==> src/rtl/counter.sv <==
// rtl/counter.sv - free-running up-counter with synchronous clear-to-preload and wrap flag
// Optional macro COUNTER_STICKY_OVERFLOW_EN makes the wrap flag sticky until the next clear.
module counter #(
  parameter int DATA_WIDTH = 4,
  parameter int CLEAR_VAL  = 1
) (
  input  logic                  C,
  input  logic                  CLR,
  input  logic [DATA_WIDTH-1:0] DCLR,
  output logic [DATA_WIDTH-1:0] Q,
  output logic [DATA_WIDTH-1:0] notQ,
  output logic                  overflow
);

  generate
    if (CLEAR_VAL != 1) begin : g_bad_clear_val
      $error("counter: CLEAR_VAL must be 1");
    end
    if (DATA_WIDTH < 1) begin : g_bad_width
      $error("counter: DATA_WIDTH must be >= 1");
    end
  endgenerate

  // Initial values only give simulation a defined start; hardware is defined after the first clear.
  logic [DATA_WIDTH-1:0] count_q = '0;
  logic [DATA_WIDTH-1:0] count_d;
  logic                  overflow_q = 1'b0;
  logic                  overflow_d;
  logic                  wrap;

  always_comb begin
    count_d    = count_q + DATA_WIDTH'(1);
    wrap       = &count_q;
`ifdef COUNTER_STICKY_OVERFLOW_EN
    overflow_d = overflow_q | wrap;
`else
    overflow_d = wrap;
`endif
  end

  always_ff @(posedge C) begin
    if (CLR) begin
      count_q    <= DCLR;
      overflow_q <= 1'b0;
    end else begin
      count_q    <= count_d;
      overflow_q <= overflow_d;
    end
  end

  assign Q        = count_q;
  assign notQ     = ~count_q;
  assign overflow = overflow_q;

endmodule

==> config.mk <==
export PLATFORM = sky130hd
export DESIGN_NAME = counter
export DESIGN_NICKNAME = d
export VERILOG_FILES = /design/src/rtl/counter.sv
export SDC_FILE = /design/constraint.sdc
export NUM_CORES = 1
export LEC_CHECK = 0
export BUFFER_PORTS_ARGS = -buffer_cell sky130_fd_sc_hd__buf_2
export CORE_AREA = 8 8 45 47
export DETAILED_ROUTE_END_ITERATION = 7
export DIE_AREA = 0 0 53 55
export HOLD_SLACK_MARGIN = 0.12
export PLACE_DENSITY = 0.5
export SYNTH_ARGS = -nofsm -noshare
export SYNTH_HDL_FRONTEND = slang
export SYNTH_SLANG_ARGS = --single-unit
==> constraint.sdc <==
create_clock -name C -period 2.46 [get_ports C]
set_clock_uncertainty 0.05 [all_clocks]
set_input_delay 0.492 -clock C [delete_from_list [all_inputs] [get_ports C]]
set_output_delay 0.492 -clock C [all_outputs]
set_load 0.01 [all_outputs]
# Yosys cells after proc, flatten, opt, wreduce, memory -nomap -nowiden
# Index checks and enable logic that the tools add are counted.
classes:
  n_addsub: 1
  muxes: 1
  bitwise: 1
  n_reduce_logical: 1
ops:
  columns: ["op", "count"]
  rows:
  - ["$add A4 B1 Y4 const B", 1]
  - ["$mux W4", 1]
  - ["$not A4 Y4", 1]
  - ["$reduce_and A4 Y1", 1]
totals:
  regBits: 5
  inputBits: 6
  output_inout_bits: 9
  elab_cells: 6

# Longest topological paths before layout
depth:
  word_depth: 2
  mapped_depth: 3
  mapped_depth_nobuf: 3

# Worst setup path before layout
# No wires, ideal clock.
synth_path:
  kind: "reg-to-reg"
  from: "register count_q[0] (netlist: Q[0])"
  to: "register count_q[1] (netlist: Q[1])"
  setup_ns: 0.121
  t_arrival_ns: 0.907
  required_time_ns: 2.289
  slack_ns: 1.381
  path_stages_with_launch: 3
  path_buffers: 0
  synth_period_minus_slack_ns: 1.079
  cell_sequence: "dfxtp_1 > ha_1 > mux2_4"
synth_between:
  elab_chain_len: 2
synth_rtl:
  columns: ["item", "line", "text"]
  rows:
  - ["start, declared", "25", "logic [DATA_WIDTH-1:0] count_q = '0;"]
  - ["start signal, assigned", "46", "count_q <= count_d;"]
  - ["$add A4 B1 Y4", "32", "count_d = count_q + DATA_WIDTH'(1);"]
  - ["$mux W4", "42", "if (CLR) begin"]
# No other way between the ends.
# A chain may end at the register's enable or synchronous reset.

# Worst setup path after layout
layout_path:
  from: "register count_q[2] (netlist: Q[2])"
  to: "output port notQ[2]"
layout_between:
  elab_chain_len: 1
layout_rtl:
  columns: ["item", "line", "text"]
  rows:
  - ["$not A4 Y4", "52", "assign notQ = ~count_q;"]
  - ["end, declared", "11", "output logic [DATA_WIDTH-1:0] notQ,"]
# No other way between the ends.

==> out/qor.txt <==
Status - completed
Via Count - 194
Clock-pin slew on the worst setup and hold paths - 0.04 ns
CTS resizes - 0
Crit path max-delay cell type - dfxtp_1
Drt first pass iters - 1
Largest area contributor in the netlist - dfxtp_1
Uppermost layer routed - met3
Sequential-to-total area share from yosys stat - 48.5%
GRT overflow - 0
Sw power - 0.0000752 W
Internal power - 0.000187 W
Critical Path RT - 1.92 ns
Worst path bufs/invs - 2
Number of fillers in the final layout - 160
Antenna diodes - 0
Initial antenna violation count - 0
#FFs+latches synth - 5
Syn_area_per_cell - 9.83 um2
Top cells by area, synth - dfxtp_1, xnor2_1, o21ai_0
Crit-path cells - inv_1 -> buf_2
RSZ-0062 raised after global routing - no
Register share of total power - 38.7%
Met2 routed WL - 222 um
Pwr Density - 812 nW/um2
Routed WL - 526 um
Comb power frac - 25.5%
Peak Freq - 723 MHz
Critical path type - reg -> out
Reg2Reg Setup Slack - 1.40 ns
Top cell type's share of synthesized area - 48.5%
IO Pins - 15
Count of different cell masters after synthesis - 9
CTS H-Tree Depth - 1
Via/cell ratio - 3.53
Final TNS setup - 0 ns
Post-route ant nets - 0
Synthesis-to-layout area growth - 56.4%
Post-layout nets - 47
Root Driver - clkbuf_4
Metal-1 WL - 237 um
DRT iter0 DRCs - 0
Tightest Hold Check Type - in -> reg
Die area - 2920 um2
Critical Path Fanout Max - 4
Core area - 1380 um2
WL met3 - 65 um
Worst slew pin tran - 0.179 ns
Final Core Density - 23.3%
Reg2reg end - Q[1]
Clock Latency Late Sink - 0.24 ns
Most common cell after layout, fill and taps aside - buf_2
Hold Crit Start - DCLR[3]
Register Area - 100 um2
Leakage - 0.166 nW
Maximum VDD drop - 0.264 mV
Post-Synthesis Cells - 21
Clock Sinks - 5
# port buffers - 14
DP HPWL - 456 um
Critical path's largest stage delay - 0.38 ns
CP endpoint kind - output pin
Share of layout cells above drive strength 1 - 48.7%
Switching share of total power - 28.7%
Hold Path Cell Cnt - 3
Tcrit/Tclk final - 56.2%
Warnings from Yosys - 0
Area of the multi-input gates - 91.3 um2
GRT Total Usage - 4.43%
End of the worst hold path - Q[3]
Die Wd - 53 um
Number of hold buffers added after cts - 0
Worst r2r path cells - 2
Setup-failing EPs final - 0
DRC viols - 0
R2r startpoint - Q[0]
Startpoint types - flop
Vias in the first global route - 223
RePlAce Congestion - 0.623
Post-CTS Setup Repair Bufs - 0
Cell Rows - 14
Slew HR - 88.0%
CP arrival - 0.84 ns
TritonCTS clock tree - done
Clock tree buffer depth - 2
Slew Viols, Final - 0
Clock network power share - 35.9%
Maxcap violations - 0
Final Hold Vio Count - 0
Routed WL per cell - 9.56 um
Most frequent cells in the layout - buf_2, dfxtp_1, inv_1
Post-layout min period - 1.38 ns
Num CTS Buffers - 3
Initial core utilization - 14.9%
First-pass GRT wire length - 903 um
Die Span Y - 55 um
Synthesized Nets - 28
Largest net degree at the start of global routing - 9
Worst path top cell family by delay - flip-flops
Post-Syn Area - 206 um2
-- worst register-to-register path: cells and delay by family (launching register included) --
family,cells,cell delay [ns]
fa+ha+maj,1,0.25
flops,1,0.38
mux,1,0.26
-- state kept, by name, indices dropped and copies added, names as in the netlist --
signal and cells:
Q 4, overflow 1
-- through the flow --
stage	hold WS (ns)	cells	area, um2	total power, W	worst slack, ns
after global routing	0.412	55	323	0.000285	1.01
after CTS	0.399	55	323	0.000268	1.06
after floorplan	0.472	21	206	0.000140	1.38
final	0.401	55	323	0.000262	1.08
after global placement	0.458	51	297	0.000173	1.31
after detailed placement	0.470	51	297	0.000173	1.32
-- cell families after synthesis --
logic type                 after synthesis  synth area share, %
AOI/OAI and AO/OA                        3                 7.27
xor gates and xnor gates                 2                 8.49
adders and majority gates                1                 6.06
buffers and inverters                    4                 7.27
DFF                                      5                 48.5
muxes                                    1                 7.27
and+or+nand+nor                          5                 15.1
-- area by class of cell --
class	count	share of cell area (%)
inverters	4	4.65
flip-flops and latches	5	31.0
well taps	16	6.20
repair buffers	14	21.7
multi-input cells	12	28.3
clock buffers	4	8.14
-- power groups by stage --
stage / Clock [W] / Combinational [W] / Sequential [W]
after global placement: 0 / 0.0000698 / 0.000103
after floorplan: 0 / 0.0000326 / 0.000108
after global routing: 0.000105 / 0.0000763 / 0.000104
after detailed placement: 0 / 0.0000694 / 0.000103
after CTS: 0.0000967 / 0.0000694 / 0.000102
final: 0.0000940 / 0.0000667 / 0.000101
-- routing by layer --
| metal | vias to the layer above | track usage, % |
|---|---|---|
| met5 | - | 0 |
| met4 | 0 | 1.29 |
| met3 | 0 | 4.55 |
| met2 | 10 | 6.05 |
| met1 | 81 | 4.57 |
| li1 | 103 | - |
-- synth_stat cells --
master   count
o21ai_0      3
xnor2_1      2
ha_1         1
nand2_1      3
inv_1        4
nand3_1      1
dfxtp_1      5
mux2_4       1
nor4b_2      1
-- worst max-delay path by stage --
| stage | from | endpoint | slack (ns) | depth (start not counted) |
|---|---|---|---|---|
| floorplan | Q[0] | Q[1] | 1.38 | 2 |
| finish | Q[2] | notQ[2] | 1.08 | 2 |
| CTS | Q[2] | notQ[2] | 1.06 | 2 |
| global placement | CLR | Q[1] | 1.31 | 2 |
| detailed placement | CLR | Q[1] | 1.32 | 2 |
| global route | Q[2] | notQ[2] | 1.01 | 2 |
(Power assumes the default switching activity.)
